`config.mk`:
```
export PLATFORM = sky130hd
export DESIGN_NAME = barrido_inciso2
export DESIGN_NICKNAME = d
export VERILOG_FILES = /design/src/rtl/barrido_inciso2.sv
export SDC_FILE = /design/constraint.sdc
export NUM_CORES = 1
export LEC_CHECK = 0
export ABC_AREA = 0
export CORE_UTILIZATION = 51
export CTS_CLUSTER_SIZE = 8
export DETAILED_ROUTE_END_ITERATION = 7
export PLACE_DENSITY = 0.8
export SYNTH_ARGS = -nofsm -noshare
export SYNTH_HDL_FRONTEND = slang
export SYNTH_SLANG_ARGS = --single-unit
```
`constraint.sdc`:
```
create_clock -name clk -period 2.5 [get_ports clk]
set_input_delay 0.25 -clock clk [delete_from_list [all_inputs] [get_ports clk]]
set_output_delay 0.25 -clock clk [all_outputs]
set_load 0.02 [all_outputs]
```
`src/rtl/barrido_inciso2.sv`:
```
// Truth-table sweeper: steps a 5-bit index across X..M, waits ESPERA cycles per
// index for the downstream logic to settle, then captures F_in into tabla and counts ones.
module barrido_inciso2 #(
    parameter int unsigned ESPERA = 1
) (
    input  logic        clk,
    input  logic        reset,
    input  logic        start,
    input  logic        F_in,
    output logic        X,
    output logic        Y,
    output logic        Z,
    output logic        K,
    output logic        M,
    output logic        busy,
    output logic        done,
    output logic [31:0] tabla,
    output logic [5:0]  unos
);

    typedef enum logic [1:0] {
        IDLE   = 2'd0,
        DRIVE  = 2'd1,
        SAMPLE = 2'd2,
        DONE   = 2'd3
    } state_t;

    // Loading ESPERA-1 and leaving DRIVE when the counter reads zero gives ESPERA DRIVE cycles.
    localparam logic [3:0] SETTLE_LOAD = 4'(ESPERA - 1);

    state_t     state;
    state_t     state_nxt;
    logic [4:0] idx;
    logic [3:0] settle;

    always_ff @(posedge clk) begin
        if (reset) begin
            state  <= IDLE;
            idx    <= 5'd0;
            settle <= 4'd0;
            tabla  <= 32'd0;
            unos   <= 6'd0;
        end else begin
            state <= state_nxt;
            case (state)
                IDLE: begin
                    if (start) begin
                        tabla  <= 32'd0;
                        unos   <= 6'd0;
                        idx    <= 5'd0;
                        settle <= SETTLE_LOAD;
                    end
                end
                DRIVE: begin
                    if (settle != 4'd0) settle <= settle - 4'd1;
                end
                SAMPLE: begin
                    tabla[idx] <= F_in;
                    if (F_in) unos <= unos + 6'd1;
                    // idx stops at 31 so the last sample never wraps back to entry 0.
                    if (idx != 5'd31) begin
                        idx    <= idx + 5'd1;
                        settle <= SETTLE_LOAD;
                    end
                end
                default: ;
            endcase
        end
    end

    always_comb begin
        state_nxt       = state;
        busy            = 1'b0;
        done            = 1'b0;
        {X, Y, Z, K, M} = 5'd0;
        case (state)
            IDLE: begin
                if (start) state_nxt = DRIVE;
            end
            DRIVE: begin
                busy            = 1'b1;
                {X, Y, Z, K, M} = idx;
                if (settle == 4'd0) state_nxt = SAMPLE;
            end
            SAMPLE: begin
                busy            = 1'b1;
                {X, Y, Z, K, M} = idx;
                state_nxt       = (idx == 5'd31) ? DONE : DRIVE;
            end
            DONE: begin
                done      = 1'b1;
                state_nxt = IDLE;
            end
            default: state_nxt = IDLE;
        endcase
    end

endmodule
```
**Word level (Yosys, flattened, before mapping)**

Index checks and enable logic that the tools add are counted.

- Add/sub/neg operators: 3
- Magnitude comparators: 2
- Equal/unequal tests: 10
- Muxes and demuxes: 26
- Reductions and logical operators: 12

Operator list:

| kind | number |
|---|---|
| $pmux 32 s2 | 1 |
| $bwmux 32 | 1 |
| $mux 32 | 1 |
| $mux 4 | 3 |
| $mux 6 | 2 |
| $pmux 4 s3 | 1 |
| $pmux 6 s2 | 1 |
| $mux 5 | 2 |
| $ne 2x2->1 const B | 5 |
| $pmux 5 s2 | 1 |
| $mux 1 | 8 |
| $pmux 2 s4 | 1 |
| $add 6x1->6 const B | 1 |
| $lt 5x6->1 const B | 1 |
| $mux 2 | 3 |
| $reduce_and 3->1 | 2 |
| $add 5x1->5 const B | 1 |
| $demux 1 s5 | 1 |
| $eq 5x5->1 const B | 1 |
| $ge 5x1->1 const B | 1 |
| $ne 5x5->1 const B | 1 |
| $eq 2x2->1 const B | 2 |
| $logic_not 4->1 | 1 |
| $reduce_and 2->1 | 2 |
| other kinds (9) | 9 |

- Register bits: 49
- Input port bits: 4
- Output and inout port bits: 45
- Logic and storage cells: 58

**Depth between registers and ports, before layout**

- Depth in word-level cells: 6
- Mapped depth: 8
- Mapped depth without buffers: 7

**Worst setup path after synthesis**

Ideal clock, no wire load.

- Kind: register to register
- Start point: reg idx[0]
- End point: reg settle[3]
- Library setup time: 74 ps
- Data arrival time: 1694 ps
- Required time: 2426 ps
- Path slack: 732 ps
- Stages on the path, launching flop included: 8
- Path buffers: 0
- Clock period less this slack: 1768 ps
- Cells stage by stage: dfxtp_1 > ha_1 > and3_1 > ha_1 > a21oi_1 > nand4_1 > or3_1 > a31oi_1

- Longest elaborated chain between the ends: 3

RTL lines:

| element | RTL line | source |
|---|---|---|
| start: declaration | 33 | `logic [4:0] idx;` |
| start signal: assignment | 62 | `idx <= idx + 5'd1;` |
| $ne 5x5->1 | 61 | `if (idx != 5'd31) begin` |
| $ne 2x2->1 (no source line) | n/a |  |
| $reduce_and 4->1 (no source line) | n/a |  |
| end signal: assignment | 55 | `if (settle != 4'd0) settle <= settle - 4'd1;` |
| end: declaration | 34 | `logic [3:0] settle;` |

Every way passes these cells.
A chain may end at the register's enable or synchronous reset.

**Worst setup path in the final report**

- Start point: reg state[1]
- End point: out M

- Longest elaborated chain between the ends: 3
- Elaborated cells between the ends (all ways): 4
- Classes of those cells: eq/ne (2); mux (1); reduce/logical (1)

RTL lines:

| element | RTL line | source |
|---|---|---|
| start: declaration | 31 | `state_t state;` |
| start signal: assignment | 44 | `state <= state_nxt;` |
| $eq 2x1->1 or $eq 2x2->1 (tied branches) | 76 | `case (state)` |
| $reduce_or 2->1 (no source line) (*) | n/a |  |
| $mux 1 (*) | 76 |  |
| end: declaration | 14 | `output logic M,` |

Every way passes the cells marked *; elsewhere a longest branch is shown, timed or not.

==> results.cfg <==
[worst_setup_path]
arrival_ns = 2.02
reg2reg_setup_slack_ns = 0.45
worstReg2RegEnd = settle[3]
criticalPathCategory = reg -> out
end_kind = primary output
worstSetupStartpointType = flop
ff2ff_path_depth = 7
r2r_start = idx[0]
crit_fanout = 6
cp.required_ns = 2.25

[cts]
cts_setup_buffers = 0
clk_pin_slew_ns = 0.09
clk_path_buf_depth = 2
cts_made_buffers = 5
cts_tree = yes
cts.root.buffer_cell = clkbuf_8
cts_hold_buf = 0
htreeDepth = 2
cts.sinks = 49
cts-resized-gates = 0
clock_latency_ns = 0.31

[worst_hold_path]
min_from = settle[0]
hold_end = settle[0]
whs_path_depth = 1
hold_class = reg -> reg

[floorplanning]
pin_count = 49
die_area_um2 = 4880
die_w_um = 69.9
start_util_pct = 53.6
die_h_um = 69.9
core_um2 = 4380
num_rows = 24

[detailed_routing]
wl_um = 5190
ant_nets = 0
dr.pass1.iters = 4
drt-initial-drc-count = 154
via_per_inst = 5.69
drt-wirelength-per-cell_um = 14.2
drc = 0
route.vias.total = 2078

[power]
leakage_uw = 0.00106
power_density_nw_per_um2 = 515
peakVddDrop_uv = 263

[synth]
synth_cells = 264
syn_area_per_cell_um2 = 8.90
synth_nets = 282
ys_warn_count = 0
ys_ff_latch = 49
syn_area_um2 = 2350
ys_seq_area_share_pct = 41.7
synth_cell_types = 37

[sta]
finalSetupViolCount = 0
rsz0062_at_grt = no
relSlewSlack_pct = 56.1
fin_worst_skew_ns = 0.0109
max_freq_mhz = 441
tightest_slew_ns = 0.656
final_max_slew_viol_count = 0
hold_viol = 0
final.period_utilization_pct = 90.6
whs_ns = 0.468
fin_setup_tns_ns = 0
period_needed_ns = 2.27

[global_routing]
grt_start_max_net_pins = 30
overflow = 0
antenna_found_initial = 0
grt.total_usage_pct = 23.0
grt_pass1_vias = 1980
grt_pass1_wl_um = 9000

[placement]
port-buffer-count = 48
dp_hpwl_um = 3720
globalplace.congestion = 0.863

[cells_and_area]
nFillCells = 376
antenna_cells = 0
nets = 330
drive_above_1_share_pct = 5.75
area_growth_pct = 26.4

[run]
drv_cap = 0

[status]
outcome = completed
[cell usage after synthesis]
cell type  instances  area, um^2
and2b_1            1        7.51
nor2_1            17        63.8
nor3_2             2        20.0
a21oi_1           11        55.1
nand3_4            1        17.5
and3_1             3        18.8
a22o_1             4        35.0
nand4_1            4        25.0
nand2b_1           6        37.5
nor2b_1            4        25.0
and2_1            15        93.8
dfxtp_1           49         981
or3_1              3        18.8
o21ai_0           12        60.1
nand3b_1           1        7.51
nor3b_1            1        7.51
xor2_1             5        43.8
or3b_1             1        8.76
clkbuf_1           2        7.51
or4_1              1        7.51
o32ai_1            1        8.76
ha_1              14         175
a21oi_2            1        8.76
nand3_1            6        30.0
a32o_1            20         200
buf_4              1        7.51
a22oi_1            1        7.51
o211ai_1          10        75.1
buf_2              8        40.0
a31o_1             1        8.76
inv_1              8        30.0
nor4_1             1        6.26
nor3_1             2        10.0
mux2_4             1        15.0
a31oi_1            2        12.5
nand2_1           42         158
a211oi_1           2        15.0
[report_power, final]
| group | internal, uW | switching, uW |
|---|---|---|
| logic | 85.2 | 160 |
| registers | 789 | 12.3 |
| clock network | 202 | 279 |
| total | 1080 | 452 |
[per-layer routing]
metal / global-route usage, % / wire [um] / vias to the layer above
met1: 29.1 / 2360 / 978
met2: 37.8 / 2520 / 42
li1: - / - / 1048
met5: 0 / 0 / -
met4: 9.56 / 88 / 0
met3: 5.05 / 218 / 10
[cell type report]
cell class                 instances  area (um^2)  area share (%)
multi-input combinational        196         1290            43.4
clock buffer                       5         68.8            2.32
sequential                        49          981            33.0
clock inverter                     3         25.0           0.842
inverter                           8         30.0            1.01
tap                               52         65.1            2.19
timing repair buffer              52          510            17.2
[per-stage QoR]
| stage | setup slack, ns | cell area (um^2) | instances | power, uW | util [%] |
|---|---|---|---|---|---|
| after floorplan | 0.732 | 2350 | 264 | 992 | - |
| after global placement | 0.587 | 2880 | 357 | 1060 | 65.6 |
| after detailed placement | 0.519 | 2880 | 357 | 1060 | 65.6 |
| after CTS | 0.245 | 2970 | 365 | 1540 | 67.8 |
| after global routing | 0.150 | 2970 | 365 | 1590 | 67.8 |
| final | 0.235 | 2970 | 365 | 1530 | 67.8 |
[critical path, stage by stage, from the launching register on]
cell and delay (ns):
dfxtp_1 0.43, inv_1 0.11, ha_1 0.38, and2_1 0.18
clkdlybuf4s50_1 0.61
[logic make-up after synthesis]
group	share of synthesized area, %
AOI/OAI and AO/OA	20.7
DFF	41.7
xor gates and xnor gates	1.86
and+or+nand+nor	24.0
adders and majority gates	7.45
muxes	0.639
buffers and inverters	3.62
[how the worst max path moves through the flow]
stage	startpoint	endpoint	slack [ns]
after global routing	state[0]	M	0.15
after global placement	state[0]	tabla[8]	0.59
final	state[1]	M	0.23
after floorplan	idx[0]	settle[3]	0.73
after CTS	state[1]	M	0.24
after detailed placement	state[0]	tabla[17]	0.52
[cell usage in the layout, fill, tap and decap left out, types with 4 or more instances in the layout]
cell type and count:
a21oi_1 11, a22o_1 4, a32o_1 20, and2_1 15, buf_4 4, clkbuf_8 5
clkdlybuf4s50_1 48, dfxtp_1 49, ha_1 14, inv_1 8, nand2_1 42, nand2b_1 6
nand3_1 6, nand4_1 4, nor2_1 17, nor2b_1 4, o211ai_1 10, o21ai_0 12
xor2_1 5
[registers in the layout, summed over array words and instances (netlist names)]
register and count:
tabla 32, unos 6, idx 5, settle 4, state 2
No activity file was read; power rests on OpenSTA's default activity.
